### config.mk
export PLATFORM = sky130hd
export DESIGN_NAME = ex_flag_stage
export DESIGN_NICKNAME = d
export VERILOG_FILES = /design/src/rtl/ex_flag_pkg.sv /design/src/rtl/ex_flag_stage_br_cond_eval.sv /design/src/rtl/ex_flag_stage.sv
export SDC_FILE = /design/constraint.sdc
export NUM_CORES = 1
export LEC_CHECK = 0
export BUFFER_PORTS_ARGS = -buffer_cell sky130_fd_sc_hd__buf_2
export CORE_MARGIN = 2
export CORE_UTILIZATION = 42
export CTS_BUF_LIST = sky130_fd_sc_hd__clkbuf_4 sky130_fd_sc_hd__clkbuf_8
export CTS_CLUSTER_DIAMETER = 120
export DETAILED_ROUTE_END_ITERATION = 10
export GPL_TIMING_DRIVEN = 0
export PLACE_DENSITY = 0.86
export SLEW_MARGIN = 25
export SYNTH_ARGS = -nofsm -noshare
export SYNTH_HDL_FRONTEND = slang
export SYNTH_HIERARCHICAL = 1
export SYNTH_SLANG_ARGS = --single-unit
### constraint.sdc
create_clock -name clk -period 0.8 [get_ports clk]
set_input_delay 0.04 -clock clk [delete_from_list [all_inputs] [get_ports clk]]
set_output_delay 0.04 -clock clk [all_outputs]
set_load 0.005 [all_outputs]
### src/rtl/ex_flag_pkg.sv
// Shared types and constants for the execute-stage flag unit.
package ex_flag_pkg;

  localparam int WIDTH = 16;

  localparam int Z_IDX = 2;
  localparam int V_IDX = 1;
  localparam int N_IDX = 0;

  typedef enum logic [1:0] {
    FLAG_NONE  = 2'b00,
    FLAG_ARITH = 2'b01,
    FLAG_LOGIC = 2'b10,
    FLAG_RSVD  = 2'b11
  } flag_op_t;

  typedef enum logic [2:0] {
    BR_NE = 3'b000,
    BR_EQ = 3'b001,
    BR_GT = 3'b010,
    BR_LT = 3'b011,
    BR_GE = 3'b100,
    BR_LE = 3'b101,
    BR_OV = 3'b110,
    BR_UN = 3'b111
  } br_cond_t;

endpackage

### src/rtl/ex_flag_stage_br_cond_eval.sv
// Combinational branch-condition decode of {Z,V,N} against a 3-bit condition code.
module br_cond_eval
  import ex_flag_pkg::*;
(
  input  logic [2:0] flags,
  input  logic [2:0] br_cond,
  output logic       br_taken
);

  logic z;
  logic v;
  logic n;

  assign z = flags[Z_IDX];
  assign v = flags[V_IDX];
  assign n = flags[N_IDX];

  // Condition-code decode
  always_comb begin
    br_taken = 1'b0;
    case (br_cond_t'(br_cond))
      BR_NE:   br_taken = ~z;
      BR_EQ:   br_taken = z;
      BR_GT:   br_taken = ~z & ~n;
      BR_LT:   br_taken = n;
      BR_GE:   br_taken = z | ~n;
      BR_LE:   br_taken = n | z;
      BR_OV:   br_taken = v;
      BR_UN:   br_taken = 1'b1;
      default: br_taken = 1'b0;
    endcase
  end

endmodule

### src/rtl/ex_flag_stage.sv
// EX/MEM pipeline register and Z/V/N flag unit. Optional macro FLAG_BYPASS_EN lets
// br_taken see the flags being committed this cycle instead of only the committed flags.
module ex_flag_stage
  import ex_flag_pkg::*;
#(
  parameter int         WIDTH    = 16,
  parameter logic [2:0] FLAG_RST = 3'b000
) (
  input  logic             clk,
  input  logic             rst_n,
  input  logic             in_valid,
  input  logic [1:0]       in_op,
  input  logic             in_sub,
  input  logic [WIDTH-1:0] in_a,
  input  logic [WIDTH-1:0] in_b,
  input  logic [WIDTH-1:0] in_result,
  input  logic             stall,
  input  logic             flush,
  output logic             out_valid,
  output logic [WIDTH-1:0] out_result,
  output logic [2:0]       flags,
  input  logic [2:0]       br_cond,
  output logic             br_taken
);

  logic             commit;
  logic [WIDTH-1:0] raw;
  logic             a_msb;
  logic             b_msb;
  logic             ovf;
  logic             zero;
  logic [2:0]       next_flags;
  logic [2:0]       eval_flags;

  assign commit = in_valid & ~stall & ~flush;

  // Overflow comes from the wrapped sum, since in_result may already be saturated.
  assign raw   = in_sub ? (in_a - in_b) : (in_a + in_b);
  assign a_msb = in_a[WIDTH-1];
  assign b_msb = in_b[WIDTH-1];
  assign ovf   = in_sub ? ((a_msb != b_msb) & (raw[WIDTH-1] != a_msb))
                        : ((a_msb == b_msb) & (raw[WIDTH-1] != a_msb));
  assign zero  = (in_result == {WIDTH{1'b0}});

  // Next-flag selection by flag class
  always_comb begin
    next_flags = flags;
    if (commit) begin
      case (flag_op_t'(in_op))
        FLAG_ARITH: begin
          next_flags[Z_IDX] = zero;
          next_flags[V_IDX] = ovf;
          next_flags[N_IDX] = in_result[WIDTH-1];
        end
        FLAG_LOGIC: next_flags[Z_IDX] = zero;
        default:    next_flags = flags;
      endcase
    end else begin
      next_flags = flags;
    end
  end

  // Pipeline register and architectural flags; stall beats flush beats in_valid
  always_ff @(posedge clk or negedge rst_n) begin
    if (!rst_n) begin
      out_valid  <= 1'b0;
      out_result <= {WIDTH{1'b0}};
      flags      <= FLAG_RST;
    end else begin
      if (!stall) begin
        if (flush) begin
          out_valid <= 1'b0;
        end else begin
          out_valid  <= in_valid;
          out_result <= in_result;
        end
      end
      flags <= next_flags;
    end
  end

`ifdef FLAG_BYPASS_EN
  assign eval_flags = next_flags;
`else
  assign eval_flags = flags;
`endif

  br_cond_eval u_br_cond_eval (
    .flags    (eval_flags),
    .br_cond  (br_cond),
    .br_taken (br_taken)
  );

endmodule

======== Word level (Yosys, flattened, before mapping) ========
Index checks and enable logic that the tools add are counted.
storage, ports and cells
  flip-flop bits (word level) ............. 20
cells by class
  $add $sub $neg .......................... 2
  bitwise gates (word level) .............. 11
  mux-type cells .......................... 4
  reduce and logical (&&, ||, !) cells .... 6
  equality and inequality tests ........... 12
operators with widths
  operator                                        number
  adder 16 bit                                    1
  logical NOT 16 bit                              1
  two-way mux 16 bit                              1
  subtractor 16 bit                               1
  == test 3 bit (second input constant)           4
  one-hot mux 1 bit (8 select lines)              1
  == test 3 x 2 -> 1 bit (second input constant)  2
  AND reduction 2 bit                             3
  bitwise AND 1 bit                               5
  NOT 1 bit                                       4
  == test 3 x 1 -> 1 bit (second input constant)  1
  logical NOT 3 bit                               1
  == test 2 x 1 -> 1 bit (second input constant)  1
  == test 2 bit (second input constant)           1
  two-way mux 1 bit                               2
  != test 1 bit                                   2
  OR 1 bit                                        2
  OR reduction 2 bit                              1
  == test 1 bit                                   1

======== Logic depth before layout (Yosys ltp) ========
  depth after elaboration ................. 5
  depth in mapped cells ................... 13
  gate-level depth less buffers ........... 13

======== Hierarchy ========
Netlist, hierarchy kept.
modules (own cells, without submodules)
  module         cells an instance  area an instance (um^2)  times used
  ex_flag_stage  142                1451.4                   1
  br_cond_eval   11                 76.3                     1

======== Least setup slack after synthesis ========
No wires, ideal clock.
  path kind ............................... input to register
  start point ............................. input port in_b[5]
  end point ............................... register flags[1]
  path buffers ............................ 0
  setup slack ............................. -1.353 ns
  library setup time ...................... 0.092 ns
  arrival time ............................ 2.061 ns
  data required time ...................... 0.708 ns
  stages .................................. 12
  cell sequence ........................... nor4_4 nand3b_1 nor4_1 nor2_1 xnor2_1 ha_1 o21ai_0 o21a_1 o31ai_1 a21oi_1 xnor2_1 o31ai_2
between the ends
  longest elaborated chain between the ends .. 5
ends and longest elaborated chain
  element                                            RTL line                                  source
  start, declared                                    ex_flag_stage.sv:15                       input logic [WIDTH-1:0] in_b,
  adder 16 bit or subtractor 16 bit (tied branches)  ex_flag_stage.sv:38                       assign raw = in_sub ? (in_a - in_b) : (in_a + in_b);
  two-way mux 16 bit *                               ex_flag_stage.sv:38
  != test 1 bit *                                    ex_flag_stage.sv:41, ex_flag_stage.sv:42
  bitwise AND 1 bit (on tied branches)               ex_flag_stage.sv:42, ex_flag_stage.sv:41
  two-way mux 1 bit *                                ex_flag_stage.sv:41                       assign ovf = in_sub ? ((a_msb != b_msb) & (raw[WIDTH-1] != a_msb))
  end signal, assigned                               ex_flag_stage.sv:78                       flags <= next_flags;
  end, declared                                      ex_flag_stage.sv:21                       output logic [2:0] flags,
Every way passes the cells marked *; elsewhere a longest branch is shown, timed or not.
A chain may end at the register's enable or synchronous reset.

======== Final worst setup path ========
Ends and elaborated chain as after synthesis.

==> results by group <==
Status
  – Result of the run: finished with violations
  – Failing checks: negative setup slack

Logic synthesis
  – Post-synthesis sequential area ratio: 0.328
  – Flip-flop and latch count after synthesis: 20
  – Largest family of logic cells by synthesized area: simple AND/OR/NAND/NOR gates
  – Post-synthesis share of cell area spent on full adders, half adders and majority gates: 0.131
  – Yosys warns: 6
  – Number of enable-type register cells in the synthesized netlist: 0
  – Gate Count Post-Synth: 153
  – Basic-gate share of the synthesized area counting and, or, nand and nor cells: 0.158
  – Post-Synth XOR/XNOR Area: 0.0975
  – Post-synthesis area per instance: 9.99 sq um
  – Synth Area in Compound Gates: 0.118
  – Post-synth design cell area: 1530 sq um
  – Proportion of synthesized area in mux cells: 0.145
  – Post-synthesis async set-or-reset flop share: 1.00
  – Synth Flop Type: dfrtp_1
  – Count of cell types in the netlist: 32
  – Synthesized Nets: 228

Floorplanning
  – Die Height: 64.3 microns
  – Starting density of the core: 0.447
  – Total core area: 3420 sq um
  – Die area: 4140 sq um
  – Placement Rows: 21
  – I/O pin total: 80
  – Width of the die: 64.3 microns

Setup path
  – Master of the slowest instance on the critical path: nor4_4
  – CP peak stage delay: 0.31 ns
  – Crit path launch type: input port
  – End of the worst register-to-register path: out_result[0]
  – Capturing element type of the critical path: register
  – Endpoint of the most critical setup path: flags[1]
  – Critical path start-end classification: in2reg
  – CP Data Arrival Time: 2.29 ns
  – FF-to-FF Start: out_result[0]
  – Crit path cell chain: buf_2 -> nor4_4 -> nand3b_1 -> nor4_4 -> nor2_1 -> xnor2_1 -> ha_1 -> o21ai_0 -> o21a_1 -> o31ai_1 -> a21oi_1 -> xnor2_1 -> o31ai_2
  – CP Data Required Time: 1.03 ns
  – Worst reg-to-reg path cell count: 2
  – Largest fanout on the critical path: 3
  – CP Launch Point: in_b[5]
  – Reg-to-reg slack, setup: -0.07 ns

Cells and area
  – Filler-free cell count of the finished design: 306
  – Layout-stage area growth over the synthesis result: 50.6%
  – Summed area of non-filler cells in the final layout: 2300 sq um
  – Storage cell area: 500 sq um
  – Final Net Count: 336
  – Layout filler cell count: 276
  – Footprint of the multi-input gates: 1030 sq um
  – Fraction of layout cells with a size suffix above 1: 0.450
  – Diodes inserted: 0

Detailed routing
  – Iteration-0 DRC Markers: 29
  – Final ANT Viol Nets: 0
  – Total DRC errors in the routed layout: 0
  – Routed vias: 1542
  – Wire length reported by the detailed router: 4180 microns
  – Via-per-instance ratio: 5.04
  – 1st-pass router iterations: 4
  – Routed wire length per instance: 13.7 microns

Global route
  – Global-route wire length before repair: 6840 microns
  – Number of global-route vias before repair: 1621
  – Largest net degree at the start of global routing: 21
  – Global router's overall resource usage: 0.210
  – Initial antenna violation count: 0
  – Global route total overflow: 0

Clock tree
  – H-tree depth reported by CTS: 1
  – Insertion delay of the later-clocked pin in the worst-skew pair: 0.31 ns
  – Clock edge transition at the registers on the reported setup and hold paths: 0.11 ns
  – CTS tree: built
  – Num CTS Buffers: 3
  – Buffers from clock root to sink, at most: 2
  – Clock root buffer: clkbuf_4
  – Total number of clock tree sinks: 20

Power
  – Sum of internal, switching and leakage power: 3.25 mW
  – Static Leak: 1.11 nW
  – Power density of the placed cells: 1410 nW/um^2
  – Max VDD drop: 1.26 mV

Timing
  – Post-layout minimum cycle time: 2.06 ns
  – Final hold violations: 0
  – Tightest Pin Transition: 0.451 ns
  – Setup-violating endpoint count in the final report: 24
  – Post-Route Skew: 0 ns
  – Fin worst setup slack: -1.26 ns
  – Max-slew violations: 0
  – Setup repair after global routing missed its margin: true
  – Slew headroom: 0.699
  – Period utilization: 2.57
  – Worst-case hold slack: 0.0139 ns
  – Achievable Freq: 0.487 GHz

Place
  – DP Worst Slack: -1.67 ns
  – Detailed placer's ending HPWL: 3100 microns
  – Port-buffer cells: 78
  – GP Congestion: 0.839
  – Placement-stage cell area: 1990 sq um
  – Placed Cells: 277

Run
  – Max-cap viol count: 0

Worst hold path
  – Min-Delay Path Class: in2reg
Yosys cell counts, drive strengths merged, types with 3 or more instances:
cell type	count	area share
a21oi	12	0.039
a31oi	3	0.012
dfrtp	20	0.33
ha	16	0.13
inv	6	0.015
mux2	17	0.13
mux2i	3	0.020
nand2	7	0.017
nand3	3	0.0098
nor2	13	0.034
nor3	3	0.013
nor4	7	0.038
o21a	3	0.015
o21ai	4	0.013
o31ai	3	0.018
xnor2	16	0.092
report_power, final:
group	leakage (nW)	switching, mW	total [mW]	internal (mW)
combinational	0.842	0.520	1.16	0.645
sequential	0.240	0.0874	1.24	1.16
clock	0.0279	0.331	0.838	0.507
total	1.11	0.938	3.25	2.31
how the worst min path moves through the flow:
stage	start	endpoint	slack, ns	depth (start not counted)
global placement	rst_n	out_valid	0.006	1
CTS	in_result[3]	out_result[3]	0.001	2
finish	in_valid	out_valid	0.01	3
floorplan	rst_n	flags[0]	-0.26	0
detailed placement	rst_n	out_valid	0.008	1
global route	in_valid	flags[1]	0.04	3
cells in the final DEF, fill, tap and decap left out, types with 2 or more instances in the layout:
master and count:
ha_1 16, dlygate4sd3_1 18, clkbuf_4 3, dfrtp_1 20, buf_4 7, nand3b_1 2, inv_1 6, buf_2 78
mux2_2 17, nor4_4 2, clkbuf_1 2, o31ai_1 2, nand4_1 2, a21oi_1 12, nand2b_1 2, nand2_1 7
a31oi_1 3, nor3_1 2, nor2_1 12, xnor2_1 16, a21o_1 2, o21ai_0 3, nor4_1 5, o21a_1 3
nand3_1 2, mux2i_1 3
sequential cells by signal (all words and copies together), names as in the netlist:
| signal | flops |
|---|---|
| out_valid | 1 |
| out_result | 16 |
| flags | 3 |
critical path: cells and delay by family:
kind,cells,cell delay (ns)
AO/OA/AOI/OAI,5,0.76
XOR/XNOR,2,0.29
adder cells (fa/ha/maj),1,0.28
buffers and inverters,1,0.13
AND/OR/NAND/NOR,4,0.78
cell type report:
cell class / instances / area share
clock buffers: 3 / 0.00979
multi-input cells: 124 / 0.446
plain buffers: 3 / 0.00653
clock inverters: 1 / 0.0131
flip-flops and latches: 20 / 0.218
well taps: 46 / 0.0250
repair buffers: 103 / 0.272
inverters: 6 / 0.00979
per-stage QoR:
step | setup TNS, ns | util
2_1_floorplan | -2.25 | -
3_3_place_gp | -6.20 | 0.584
3_5_place_dp | -6.48 | 0.584
4_1_cts | -3.50 | 0.663
5_1_grt | -4.68 | 0.674
6_report | -3.60 | 0.674
kinds of logic (layout without fill, tap and decap cells):
kind of cell / count (synthesis) / after routing
and+or+nand+nor: 42 / 42
AOI/OAI and AO/OA: 29 / 29
muxes: 20 / 20
DFF: 20 / 20
xor gates and xnor gates: 17 / 17
adders and majority gates: 16 / 16
buffers and inverters: 9 / 116
timing repair:
item / CTS / global route
hold endpoints to repair: 37 / 1
resized for setup: 4 / 1
pin swaps: 2 / 6
setup buffers: 4 / 3
endpoints found under the setup margin: 31 / 26
hold buffers: 17 / 1
metal layers:
layer / global-route usage / part of all wire / wire (microns)
met3: 0.0299 / 0.042 / 175
met2: 0.415 / 0.55 / 2300
met5: 0 / 0 / 0
met1: 0.226 / 0.38 / 1610
met4: 0.0612 / 0.023 / 97
(Power assumes the default switching activity.)
